File: config.mk
export PLATFORM = sky130hd
export DESIGN_NAME = ddr3_axi_arbiter_flat
export DESIGN_NICKNAME = d
export VERILOG_FILES = /design/src/rtl/ddr3_arb_pkg.sv /design/src/rtl/ddr3_axi_arbiter_if.sv /design/src/rtl/ddr3_rr_pick.sv /design/src/rtl/ddr3_axi_arbiter.sv /design/src/flat_wrapper.sv
export SDC_FILE = /design/constraint.sdc
export NUM_CORES = 1
export LEC_CHECK = 0
export ABC_CLOCK_PERIOD_IN_PS = 1810
export CAP_MARGIN = 10
export CORE_AREA = 2 2 354 356
export CTS_CLUSTER_DIAMETER = 50
export DETAILED_ROUTE_END_ITERATION = 10
export DIE_AREA = 0 0 356 358
export DONT_BUFFER_PORTS = 1
export GPL_ROUTABILITY_DRIVEN = 1
export PLACE_DENSITY = 0.3
export RECOVER_POWER = 100
export SLEW_MARGIN = 25
export SYNTH_ARGS = -nofsm -noshare
export SYNTH_HDL_FRONTEND = slang
export SYNTH_HIERARCHICAL = 1
export SYNTH_SLANG_ARGS = --single-unit
File: constraint.sdc
create_clock -name clk -period 1.81 [get_ports clk]
set_input_delay 0.181 -clock clk [delete_from_list [all_inputs] [get_ports clk]]
set_output_delay 0.181 -clock clk [all_outputs]
set_load 0.03 [all_outputs]
File: src/rtl/ddr3_arb_pkg.sv
// Shared types and constants for the DDR3 user-port arbiter.
package ddr3_arb_pkg;

   localparam int ADDR_W = 28;
   localparam int LEN_W  = 4;

   // Per-channel arbitration state.
   typedef enum logic [1:0] {
      IDLE = 2'd0,
      ADDR = 2'd1,
      DATA = 2'd2
   } arb_state_e;

   // Observability bundle: FSM states and sticky beat-count errors.
   typedef struct packed {
      arb_state_e wr_state;
      arb_state_e rd_state;
      logic       err_wr;
      logic       err_rd;
   } arb_dbg_t;

   // Width of one user-port data beat for a given DQ width (16 -> 128, 32 -> 256).
   function automatic int data_len(input int dq_width);
      return (dq_width == 32) ? 256 : 128;
   endfunction

endpackage

File: src/rtl/ddr3_axi_arbiter_if.sv
// AXI-like user port of the DDR3 wrapper, seen from the arbiter (master) side.
// Handshake: a transfer happens on a clock where valid and ready are both high;
// once raised, valid and its payload stay stable until that clock. The data
// channels carry no valid from the master: the wrapper pulls write beats with
// axi_wready and pushes read beats with axi_rvalid.
interface ddr3_axi_arbiter_if
   import ddr3_arb_pkg::*;
#(
   parameter int DATA_WIDTH = 16
);
   localparam int DATA_LEN = data_len(DATA_WIDTH);

   logic [ADDR_W-1:0]     axi_awaddr;
   logic [LEN_W-1:0]      axi_awlen;
   logic                  axi_awvalid;
   logic                  axi_awready;
   logic [DATA_LEN-1:0]   axi_wdata;
   logic [DATA_WIDTH-1:0] axi_wstrb;
   logic                  axi_wready;
   logic                  axi_wusero_last;
   logic [ADDR_W-1:0]     axi_araddr;
   logic [LEN_W-1:0]      axi_arlen;
   logic                  axi_arvalid;
   logic                  axi_arready;
   logic [DATA_LEN-1:0]   axi_rdata;
   logic                  axi_rvalid;
   logic                  axi_rlast;
   logic [3:0]            axi_rid;

   modport master (
      output axi_awaddr, axi_awlen, axi_awvalid, axi_wdata, axi_wstrb,
      output axi_araddr, axi_arlen, axi_arvalid,
      input  axi_awready, axi_wready, axi_wusero_last,
      input  axi_arready, axi_rdata, axi_rvalid, axi_rlast, axi_rid
   );

   modport slave (
      input  axi_awaddr, axi_awlen, axi_awvalid, axi_wdata, axi_wstrb,
      input  axi_araddr, axi_arlen, axi_arvalid,
      output axi_awready, axi_wready, axi_wusero_last,
      output axi_arready, axi_rdata, axi_rvalid, axi_rlast, axi_rid
   );

endinterface

File: src/rtl/ddr3_rr_pick.sv
// Combinational round-robin selector: first requester at or after ptr, wrapping.
module ddr3_rr_pick #(
   parameter int CLIENTS = 2,
   parameter int IDX_W   = 1
) (
   input  logic [CLIENTS-1:0] req,
   input  logic [IDX_W-1:0]   ptr,
   output logic [CLIENTS-1:0] gnt,
   output logic [IDX_W-1:0]   idx
);

   // Scan CLIENTS positions starting at ptr; the first hit wins.
   always_comb begin
      logic             found;
      int               j;
      logic [IDX_W-1:0] jj;
      gnt   = '0;
      idx   = '0;
      found = 1'b0;
      j     = 0;
      jj    = '0;
      for (int i = 0; i < CLIENTS; i++) begin
         j = int'(ptr) + i;
         if (j >= CLIENTS) j = j - CLIENTS;
         jj = IDX_W'(j);
         if (!found && req[jj]) begin
            found   = 1'b1;
            gnt[jj] = 1'b1;
            idx     = jj;
         end
      end
   end

endmodule

File: src/rtl/ddr3_axi_arbiter.sv
// Shares the DDR3 wrapper user port between CLIENTS writers and CLIENTS readers.
// Write and read channels are arbitrated independently, round-robin, one burst per grant.
module ddr3_axi_arbiter
   import ddr3_arb_pkg::*;
#(
   parameter  int DATA_WIDTH = 16,
   parameter  int CLIENTS    = 2,
   localparam int DATA_LEN   = data_len(DATA_WIDTH),
   localparam int IDX_W      = $clog2(CLIENTS)
) (
   input  logic                           clk,
   input  logic                           rstn,
   input  logic                           inited,
   input  logic [CLIENTS-1:0]             wr_req,
   input  logic [CLIENTS*ADDR_W-1:0]      wr_addr,
   input  logic [CLIENTS*LEN_W-1:0]       wr_len,
   input  logic [CLIENTS*DATA_LEN-1:0]    wr_data,
   input  logic [CLIENTS*DATA_WIDTH-1:0]  wr_strb,
   output logic [CLIENTS-1:0]             wr_grant,
   output logic [CLIENTS-1:0]             wr_ready,
   output logic [CLIENTS-1:0]             wr_done,
   input  logic [CLIENTS-1:0]             rd_req,
   input  logic [CLIENTS*ADDR_W-1:0]      rd_addr,
   input  logic [CLIENTS*LEN_W-1:0]       rd_len,
   output logic [CLIENTS-1:0]             rd_grant,
   output logic [CLIENTS-1:0]             rd_done,
   output logic [DATA_LEN-1:0]            rd_data,
   output logic [CLIENTS-1:0]             rd_valid,
   ddr3_axi_arbiter_if.master             axi
);

   arb_state_e         wr_state, wr_state_nxt, rd_state, rd_state_nxt;
   logic [IDX_W-1:0]   wr_ptr, wr_idx, wr_pick_idx, rd_ptr, rd_idx, rd_pick_idx;
   logic [CLIENTS-1:0] wr_pick_gnt, rd_pick_gnt;
   logic [LEN_W-1:0]   wr_beat, rd_beat;
   logic               err_wr, err_rd;
   logic               wr_start, wr_last, rd_start, rd_last;

   // Probe for FSM states and sticky errors; not consumed by any logic.
   arb_dbg_t           dbg_unused;
   logic               rid_unused;

   assign dbg_unused = '{wr_state: wr_state, rd_state: rd_state, err_wr: err_wr, err_rd: err_rd};
   assign rid_unused = ^axi.axi_rid;

   ddr3_rr_pick #(.CLIENTS(CLIENTS), .IDX_W(IDX_W)) u_wr_pick (
      .req(wr_req), .ptr(wr_ptr), .gnt(wr_pick_gnt), .idx(wr_pick_idx)
   );

   ddr3_rr_pick #(.CLIENTS(CLIENTS), .IDX_W(IDX_W)) u_rd_pick (
      .req(rd_req), .ptr(rd_ptr), .gnt(rd_pick_gnt), .idx(rd_pick_idx)
   );

   assign wr_start = (wr_state == IDLE) && inited && (|wr_req);
   assign wr_last  = (wr_state == DATA) && axi.axi_wready && axi.axi_wusero_last;
   assign rd_start = (rd_state == IDLE) && inited && (|rd_req);
   assign rd_last  = (rd_state == DATA) && axi.axi_rvalid && axi.axi_rlast;

   // ---------------- write channel ----------------

   // Write FSM state register.
   always_ff @(posedge clk) begin
      if (!rstn) wr_state <= IDLE;
      else       wr_state <= wr_state_nxt;
   end

   // Write FSM next state: IDLE -> ADDR on grant, -> DATA on awready, -> IDLE on last beat.
   always_comb begin
      wr_state_nxt = wr_state;
      unique case (wr_state)
         IDLE:    if (wr_start) wr_state_nxt = ADDR;
         ADDR:    if (axi.axi_awready) wr_state_nxt = DATA;
         DATA:    if (wr_last) wr_state_nxt = IDLE;
         default: wr_state_nxt = IDLE;
      endcase
   end

   // Write grant, address latch, pointer rotation and beat bookkeeping.
   always_ff @(posedge clk) begin
      if (!rstn) begin
         wr_grant        <= '0;
         wr_idx          <= '0;
         wr_ptr          <= '0;
         wr_beat         <= '0;
         err_wr          <= 1'b0;
         axi.axi_awaddr  <= '0;
         axi.axi_awlen   <= '0;
         axi.axi_awvalid <= 1'b0;
      end else begin
         if (wr_start) begin
            wr_grant        <= wr_pick_gnt;
            wr_idx          <= wr_pick_idx;
            wr_beat         <= '0;
            axi.axi_awaddr  <= wr_addr[int'(wr_pick_idx)*ADDR_W +: ADDR_W];
            axi.axi_awlen   <= wr_len[int'(wr_pick_idx)*LEN_W +: LEN_W];
            axi.axi_awvalid <= 1'b1;
         end
         if (wr_state == ADDR && axi.axi_awready) axi.axi_awvalid <= 1'b0;
         if (wr_state == DATA && axi.axi_wready) begin
            wr_beat <= wr_beat + 1'b1;
            if (axi.axi_wusero_last) begin
               wr_grant <= '0;
               wr_ptr   <= (wr_idx == IDX_W'(CLIENTS-1)) ? '0 : wr_idx + 1'b1;
               if (wr_beat != axi.axi_awlen) err_wr <= 1'b1;
            end
         end
      end
   end

   // Write data-phase strobes and data/strobe mux from the granted client.
   always_comb begin
      wr_ready      = '0;
      wr_done       = '0;
      axi.axi_wdata = wr_data[int'(wr_idx)*DATA_LEN +: DATA_LEN];
      axi.axi_wstrb = wr_strb[int'(wr_idx)*DATA_WIDTH +: DATA_WIDTH];
      if (wr_state == DATA) begin
         wr_ready = wr_grant & {CLIENTS{axi.axi_wready}};
         if (axi.axi_wusero_last) wr_done = wr_ready;
      end
   end

   // ---------------- read channel ----------------

   // Read FSM state register.
   always_ff @(posedge clk) begin
      if (!rstn) rd_state <= IDLE;
      else       rd_state <= rd_state_nxt;
   end

   // Read FSM next state: IDLE -> ADDR on grant, -> DATA on arready, -> IDLE on rlast beat.
   always_comb begin
      rd_state_nxt = rd_state;
      unique case (rd_state)
         IDLE:    if (rd_start) rd_state_nxt = ADDR;
         ADDR:    if (axi.axi_arready) rd_state_nxt = DATA;
         DATA:    if (rd_last) rd_state_nxt = IDLE;
         default: rd_state_nxt = IDLE;
      endcase
   end

   // Read grant, address latch, pointer rotation and beat bookkeeping.
   always_ff @(posedge clk) begin
      if (!rstn) begin
         rd_grant        <= '0;
         rd_idx          <= '0;
         rd_ptr          <= '0;
         rd_beat         <= '0;
         err_rd          <= 1'b0;
         axi.axi_araddr  <= '0;
         axi.axi_arlen   <= '0;
         axi.axi_arvalid <= 1'b0;
      end else begin
         if (rd_start) begin
            rd_grant        <= rd_pick_gnt;
            rd_idx          <= rd_pick_idx;
            rd_beat         <= '0;
            axi.axi_araddr  <= rd_addr[int'(rd_pick_idx)*ADDR_W +: ADDR_W];
            axi.axi_arlen   <= rd_len[int'(rd_pick_idx)*LEN_W +: LEN_W];
            axi.axi_arvalid <= 1'b1;
         end
         if (rd_state == ADDR && axi.axi_arready) axi.axi_arvalid <= 1'b0;
         if (rd_state == DATA && axi.axi_rvalid) begin
            rd_beat <= rd_beat + 1'b1;
            if (axi.axi_rlast) begin
               rd_grant <= '0;
               rd_ptr   <= (rd_idx == IDX_W'(CLIENTS-1)) ? '0 : rd_idx + 1'b1;
               if (rd_beat != axi.axi_arlen) err_rd <= 1'b1;
            end
         end
      end
   end

   // Read data broadcast and per-client beat/done strobes.
   always_comb begin
      rd_valid = '0;
      rd_done  = '0;
      if (rd_state == DATA) begin
         rd_valid = rd_grant & {CLIENTS{axi.axi_rvalid}};
         if (axi.axi_rlast) rd_done = rd_valid;
      end
   end

   assign rd_data = axi.axi_rdata;

endmodule

File: src/flat_wrapper.sv
// flat-port wrapper written by rule: the top's interface ports become plain ports
module ddr3_axi_arbiter_flat import ddr3_arb_pkg::*;
#(
   parameter  int DATA_WIDTH = 16,
   parameter  int CLIENTS    = 2,
   localparam int DATA_LEN   = data_len(DATA_WIDTH),
   localparam int IDX_W      = $clog2(CLIENTS)
)
  (clk, rstn, inited, wr_req, wr_addr, wr_len, wr_data, wr_strb, wr_grant, wr_ready, wr_done, rd_req, rd_addr, rd_len, rd_grant, rd_done, rd_data, rd_valid, axi_axi_awaddr, axi_axi_awlen, axi_axi_awvalid, axi_axi_wdata, axi_axi_wstrb, axi_axi_araddr, axi_axi_arlen, axi_axi_arvalid, axi_axi_awready, axi_axi_wready, axi_axi_wusero_last, axi_axi_arready, axi_axi_rdata, axi_axi_rvalid, axi_axi_rlast, axi_axi_rid);
  ddr3_axi_arbiter_if #(.DATA_WIDTH(DATA_WIDTH)) axi_i ();
  input  logic clk;
  input  logic rstn;
  input  logic inited;
  input  logic [CLIENTS-1:0] wr_req;
  input  logic [CLIENTS*ADDR_W-1:0] wr_addr;
  input  logic [CLIENTS*LEN_W-1:0] wr_len;
  input  logic [CLIENTS*DATA_LEN-1:0] wr_data;
  input  logic [CLIENTS*DATA_WIDTH-1:0] wr_strb;
  output logic [CLIENTS-1:0] wr_grant;
  output logic [CLIENTS-1:0] wr_ready;
  output logic [CLIENTS-1:0] wr_done;
  input  logic [CLIENTS-1:0] rd_req;
  input  logic [CLIENTS*ADDR_W-1:0] rd_addr;
  input  logic [CLIENTS*LEN_W-1:0] rd_len;
  output logic [CLIENTS-1:0] rd_grant;
  output logic [CLIENTS-1:0] rd_done;
  output logic [DATA_LEN-1:0] rd_data;
  output logic [CLIENTS-1:0] rd_valid;
  output wire logic [$bits(axi_i.axi_awaddr)-1:0] axi_axi_awaddr;
  output wire logic [$bits(axi_i.axi_awlen)-1:0] axi_axi_awlen;
  output wire logic [$bits(axi_i.axi_awvalid)-1:0] axi_axi_awvalid;
  output wire logic [$bits(axi_i.axi_wdata)-1:0] axi_axi_wdata;
  output wire logic [$bits(axi_i.axi_wstrb)-1:0] axi_axi_wstrb;
  output wire logic [$bits(axi_i.axi_araddr)-1:0] axi_axi_araddr;
  output wire logic [$bits(axi_i.axi_arlen)-1:0] axi_axi_arlen;
  output wire logic [$bits(axi_i.axi_arvalid)-1:0] axi_axi_arvalid;
  input wire logic [$bits(axi_i.axi_awready)-1:0] axi_axi_awready;
  input wire logic [$bits(axi_i.axi_wready)-1:0] axi_axi_wready;
  input wire logic [$bits(axi_i.axi_wusero_last)-1:0] axi_axi_wusero_last;
  input wire logic [$bits(axi_i.axi_arready)-1:0] axi_axi_arready;
  input wire logic [$bits(axi_i.axi_rdata)-1:0] axi_axi_rdata;
  input wire logic [$bits(axi_i.axi_rvalid)-1:0] axi_axi_rvalid;
  input wire logic [$bits(axi_i.axi_rlast)-1:0] axi_axi_rlast;
  input wire logic [$bits(axi_i.axi_rid)-1:0] axi_axi_rid;
  assign axi_axi_awaddr = axi_i.axi_awaddr;
  assign axi_axi_awlen = axi_i.axi_awlen;
  assign axi_axi_awvalid = axi_i.axi_awvalid;
  assign axi_axi_wdata = axi_i.axi_wdata;
  assign axi_axi_wstrb = axi_i.axi_wstrb;
  assign axi_axi_araddr = axi_i.axi_araddr;
  assign axi_axi_arlen = axi_i.axi_arlen;
  assign axi_axi_arvalid = axi_i.axi_arvalid;
  assign axi_i.axi_awready = axi_axi_awready;
  assign axi_i.axi_wready = axi_axi_wready;
  assign axi_i.axi_wusero_last = axi_axi_wusero_last;
  assign axi_i.axi_arready = axi_axi_arready;
  assign axi_i.axi_rdata = axi_axi_rdata;
  assign axi_i.axi_rvalid = axi_axi_rvalid;
  assign axi_i.axi_rlast = axi_axi_rlast;
  assign axi_i.axi_rid = axi_axi_rid;
  ddr3_axi_arbiter #(.DATA_WIDTH(DATA_WIDTH), .CLIENTS(CLIENTS)) u_core (.clk(clk), .rstn(rstn), .inited(inited), .wr_req(wr_req), .wr_addr(wr_addr), .wr_len(wr_len), .wr_data(wr_data), .wr_strb(wr_strb), .wr_grant(wr_grant), .wr_ready(wr_ready), .wr_done(wr_done), .rd_req(rd_req), .rd_addr(rd_addr), .rd_len(rd_len), .rd_grant(rd_grant), .rd_done(rd_done), .rd_data(rd_data), .rd_valid(rd_valid), .axi(axi_i));
endmodule
After elaboration in Yosys (flattened, before gate mapping)
Index checks and enable logic that the tools add are counted.

Word-level logic and storage cells: 137. Register bits after elaboration: 78.

$add $sub $neg: 8. Magnitude comparators: 12. Multiply operators: 2. Mux-type cells: 52. Reductions and logical operators: 28. Equal/unequal tests: 10. Bitwise logic cells: 5. Shifts and indexed selects: 6.

Operator list (number): $shiftx 256x9->128 (1); $shiftx 56x32->28 (2); $mux 2 (22); $shiftx 32x6->16 (1); $mux 1 (24); $logic_and 1x1->1 (16); $shiftx 8x4->4 (2); $pmux 2 s3 (2); $lt 1x2->1 const B (4); $mul 1x3->4 const B (2); $ne 2x1->1 const B (4); $reduce_or 2->1 (4); $reduce_and 3->1 (2); $add 1x1->2 const B (2); $and 2x2->2 (2); $demux 1 s1 (4); $eq 2x1->1 const B (2); $eq 2x2->1 const B (2); $ge 1x1->1 const B (4); $ge 1x2->1 const B (2); $ge 2x2->1 const B (2); $logic_not 2->1 (2); $ne 2x2->1 const B (2); $or 2x2->2 (2); other kinds (5) (11).

Logic depth before layout (Yosys ltp)
Depth after elaboration: 12. Mapped depth: 7.

Cells and area by module
The synthesis kept the hierarchy.

By module, submodules not included: ddr3_axi_arbiter (seq. area each 1561.5 um2, cells each 664, area each 6463.7 um2, instances 1); ddr3_rr_pick (seq. area each 0.0 um2, cells each 4, area each 30.0 um2, instances 2).

Worst setup path before layout
OpenSTA, ideal clock, no wires.

Kind: reg-to-reg. Start: register u_core.wr_ptr. End: register u_core.axi.axi_awaddr[0]. Stages on the path, launching flop included: 8. Arrival time: 1.354 ns. Required time: 1.694 ns. Clock period less this slack: 1.470 ns. Setup time: 0.116 ns. Slack: 0.340 ns. Cell sequence: dfxtp_1 -> inv_1 -> a21boi_1 -> buf_2 -> buf_2 -> mux2i_1 -> nand4_1 -> o211a_1.

Longest elaborated chain between the ends: 10.

Ends and longest elaborated chain: start, declared (line ddr3_axi_arbiter.sv:33) `logic [IDX_W-1:0] wr_ptr, wr_idx, wr_pick_idx, rd_ptr, rd_idx, rd_pick_idx;`; start signal, assigned (line ddr3_axi_arbiter.sv:103) `wr_ptr <= (wr_idx == IDX_W'(CLIENTS-1)) ? '0 : wr_idx + 1'b1;`; $ge 1x2->1 / $sub 1x1->1 (equally long branches) (line ddr3_rr_pick.sv:24) `if (j >= CLIENTS) j = j - CLIENTS;`; $mux 1 (line ddr3_rr_pick.sv:24); $mux 1 (not written as such) (2 in series) (line ddr3_rr_pick.sv:26) `if (!found && req[jj]) begin`; $mux 1 (line ddr3_rr_pick.sv:26); $logic_not 1->1 (line ddr3_rr_pick.sv:26); $logic_and 1x1->1 (line ddr3_rr_pick.sv:26); $mux 1 (*) (line ddr3_rr_pick.sv:26); via u_core.wr_pick_idx (line ddr3_axi_arbiter.sv:33); $mul 1x3->4 (*) (line ddr3_axi_arbiter.sv:94) `axi.axi_awaddr <= wr_addr[int'(wr_pick_idx)*ADDR_W +: ADDR_W];`; $shiftx 56x32->28 (*) (line ddr3_axi_arbiter.sv:94); end signal, assigned (line ddr3_axi_arbiter.sv:94); end, declared (line ddr3_axi_arbiter_if.sv:31) `output axi_awaddr, axi_awlen, axi_awvalid, axi_wdata, axi_wstrb,`.

Mark *: on every way through the listed nets, which the timed path passes. The rest lies on a longest branch. The select of a mux whose other input is x is not followed. A chain may end at the register's enable or synchronous reset.

Worst setup path after layout
Start: register u_core.wr_idx. End: output axi_axi_wdata[92].

Longest elaborated chain between the ends: 1.

Ends and longest elaborated chain: start, declared (line ddr3_axi_arbiter.sv:33); start signal, assigned (line ddr3_axi_arbiter.sv:92) `wr_idx <= wr_pick_idx;`; $shiftx 256x9->128 (line ddr3_axi_arbiter.sv:114) `axi.axi_wdata = wr_data[int'(wr_idx)*DATA_LEN +: DATA_LEN];`; end, declared (line flat_wrapper.sv:32) `output wire logic [$bits(axi_i.axi_wdata)-1:0] axi_axi_wdata;`.

No other way between the ends.

==> impl_summary.md <==
Drt
Once detail routing completed, the nets flagged for antenna violations numbered 0. After detailed routing, the number of vias per cell comes to around 2.6. The violation count after the first detailed-route iteration is a little over 200.

The iteration count of the initial detailed-routing pass is 4. The residual DRC count is 0. The wire length after detailed routing is roughly 74000 um. After detailed routing, the average wire length per cell comes to 33.1 um. The total via count after detailed routing is 5732.

Yosys
The most frequently used flop master after synthesis is sky130_fd_sc_hd__dfxtp_1. The number of nets handed over by synthesis was ~1200. The synthesized netlist occupies a cell area of around 6500 um2.

The fraction of registers with async set/reset is 0%. The share of synthesized area in the top cell type comes to ~25%. Synthesis handed over a netlist of about 670 instances. The dominant cell by count in the synthesized netlist is sky130_fd_sc_hd__mux2_2. Yosys mapped the design onto 33 distinct sky130hd cell types.

Sequential elements use a little under a quarter of the synthesized area. For this run, the number of Yosys warnings is 6. Sorting the synthesized cells by area gives the leading types as sky130_fd_sc_hd__mux2_2 (25%), sky130_fd_sc_hd__dfxtp_1 (24%), sky130_fd_sc_hd__buf_4 (15%). The number of register bits inferred by synthesis is 78.

Counting flops with a built-in enable in the synthesized netlist gives 0. Summed over all instances, the cell type with the most area after synthesis is sky130_fd_sc_hd__mux2_2. The commonest cells after synthesis are sky130_fd_sc_hd__mux2_2 (144), sky130_fd_sc_hd__buf_4 (128), sky130_fd_sc_hd__dfxtp_1 (78).

The average footprint of a synthesized cell is about 9.7 um2.

Status
The checks that failed: negative setup slack. The run finished, with violations left.

Global route
Global routing used 11.1% of the available tracks. Entering global routing, the biggest net connects 79 pins. The first global-routing pass estimated ~85000 um of wire. The initial antenna violation count is just under 90. The number of global-route vias before repair is just under 6000. The global-route congestion overflow total is 0.

STA
Setup repair after global routing could not meet its margin everywhere. The final number of max-transition violations was 0. The final critical path takes up 102% of the cycle. Clock skew on the completed layout was measured at roughly 26 ps. The measured slew at the worst slew-check pin is around 750 ps. The minimum clock period after layout is ~1800 ps. The worst-case hold slack is 70.1 ps. Based on the critical path, the design can be clocked at up to between 500 and 600 MHz. After layout, the worst setup slack is -39.7 ps. The final hold violation count is 0. The number of setup violations in the final report is between 60 and 70. Measured against its own limit, the worst slew margin works out to about half.

Hold path
The min-delay analysis places its worst path in the category input pin to flop.

Clock tree
CTS placed an instance of sky130_fd_sc_hd__clkbuf_16 at the clock tree root. The number of levels in the clock H-tree is 3. The buffer depth of the longest clock path is 2. Buffers inserted during clock tree synthesis total 9. Counting every sink on the clock net gives slightly below 80. The TritonCTS clock tree is done. The clock-pin slew on the worst setup and hold paths is roughly 90 ps. The insertion delay of the later-clocked pin in the worst-skew pair is around 400 ps.

Pwr
The leakage component of the power is between 0.003 and 0.004 uW. The power density over the cells is roughly 700 nW/um2. Across the VDD grid, the largest voltage drop is 0.500 mV. The design draws approximately 6600 uW.

Floorplan
The number of primary I/O pins is about 910. The die is about 360 um tall. The die area is about 130000 um2. In this run the core area contains around 130 standard-cell rows. The floorplan step set the die width to ~360 um. The initial utilization of the core area, before any placement, comes to around 5.3%. The core outline area is between 100000 and 150000 um2.

Placed design
Port buffering added 0 buffers. At the end of routability-driven placement, the weighted congestion stood at 0.951. At the placement stage, the worst setup path has a slack of -45.9 ps. The detailed placement HPWL is approximately 63000 um.

Cells and area
Fill cells in the final layout number 14400. The fraction of the core area covered by cells at the end of the flow is approximately 7.6%. The growth of design area from synthesis to finish is 43.5%. The final layout contains 1142 nets. The share of final-layout standard cells stronger than drive strength 1 is between 30 and 40%.

Worst setup path
At the worst endpoint, the arrival time is 1670 ps. The worst setup path is captured at an output pin. The required time of the critical path is about 1600 ps. Of all nets on the critical path, the largest fanout is 7. The type of the worst setup path is flop to output pin. The startpoint class of the critical path is a flop.

Job
The total of max-cap violations is 0.
[registers in the layout (all words and copies together) (netlist names)]
signal,cells
u_core/wr_idx,1
u_core/axi.axi_arlen,4
u_core/rd_grant,2
u_core/wr_ptr,1
u_core/axi.axi_arvalid,1
u_core/axi.axi_araddr,28
u_core/axi.axi_awaddr,28
u_core/axi.axi_awlen,4
u_core/axi.axi_awvalid,1
u_core/wr_grant,2
u_core/wr_state,2
u_core/rd_ptr,1
u_core/rd_state,2
u_core/rd_idx,1
[layout by cell type, fill, tap and decap left out, types with 6 or more instances in the layout]
cell	instances
sky130_fd_sc_hd__buf_12	9
sky130_fd_sc_hd__buf_16	17
sky130_fd_sc_hd__buf_4	15
sky130_fd_sc_hd__clkbuf_1	7
sky130_fd_sc_hd__clkbuf_16	11
sky130_fd_sc_hd__dfxtp_1	77
sky130_fd_sc_hd__diode_2	15
sky130_fd_sc_hd__dlygate4sd3_1	26
sky130_fd_sc_hd__inv_1	6
sky130_fd_sc_hd__mux2_4	140
sky130_fd_sc_hd__mux2i_1	64
sky130_fd_sc_hd__nand2_1	9
sky130_fd_sc_hd__nand3_1	35
sky130_fd_sc_hd__nand4_1	35
sky130_fd_sc_hd__o211a_1	65
[metrics by stage]
step	instance area (um2)	std cells	TNS (ps)
global route	9340	2227	-11990
CTS	9340	2219	-11210
finish	9360	2236	-1250
global placement	7710	2152	-93.7
floorplan	6520	672	0
detailed placement	7710	2152	-45.9
[path summary, 6_finish.rpt]
| path | startpoint | endpoint | slack (ps) | cells past startpoint |
|---|---|---|---|---|
| worst max register to register | u_core/wr_ptr | u_core/axi.axi_awlen[1] | 50 | 6 |
| worst max-delay path | u_core/wr_idx | axi_axi_wdata[92] | -40 | 4 |
| worst min-delay path | axi_axi_arready | u_core/rd_state[1] | 70 | 2 |
| worst min register to register | u_core/rd_idx | u_core/rd_idx | 470 | 2 |
[final cells by class]
cell class              count  area (um2)  share of cell area, %
repair buffers             82        1170                   12.5
multi-input cells         402        4260                   45.5
inverters                   8        30.0                  0.321
well taps                1637        2050                   21.9
clock buffers              10         229                   2.45
flip-flops and latches     78        1570                   16.7
diodes                     15        37.5                  0.401
clock inverters             4        25.0                  0.267
[worst max-delay path, stage by stage, from the launching register on]
cell	delay [ps]
sky130_fd_sc_hd__dfxtp_4	390
sky130_fd_sc_hd__buf_4	120
sky130_fd_sc_hd__buf_12	150
sky130_fd_sc_hd__buf_16	160
sky130_fd_sc_hd__mux2_4	400
[where the power goes]
group / total [uW] / switching, uW / internal (uW)
Sequential: 2270 / 405 / 1870
Combinational: 2260 / 1440 / 821
Clock: 2030 / 1110 / 923
Total: 6570 / 2950 / 3610
[cell families (layout without fill, tap and decap cells)]
logic type | after synthesis | after routing | synth area share (%)
AOI/OAI and AO/OA | 89 | 89 | 12.5
and+or+nand+nor | 103 | 103 | 9.24
other | 0 | 15 | 0
buffers and inverters | 192 | 104 | 19.4
muxes | 210 | 210 | 35.0
DFF | 78 | 78 | 23.9
[per-layer routing]
metal / share of wire, % / global-route usage (%) / up-vias
met5: 0.12 / 0 / -
met4: 5.0 / 5.01 / 14
met3: 14 / 6.43 / 233
met2: 50 / 19.6 / 715
met1: 32 / 10.3 / 2588
li1: - / - / 2182
[timing repair]
action | in CTS | in global routing
hold buffers | 27 | 0
cloned | 14 | 2
setup buffers | 12 | 1
hold endpoints to repair | 78 | 0
endpoints found under the setup margin | 146 | 127
gates resized for setup | 166 | 8
Note: power is estimated with default switching activity, not from simulation.
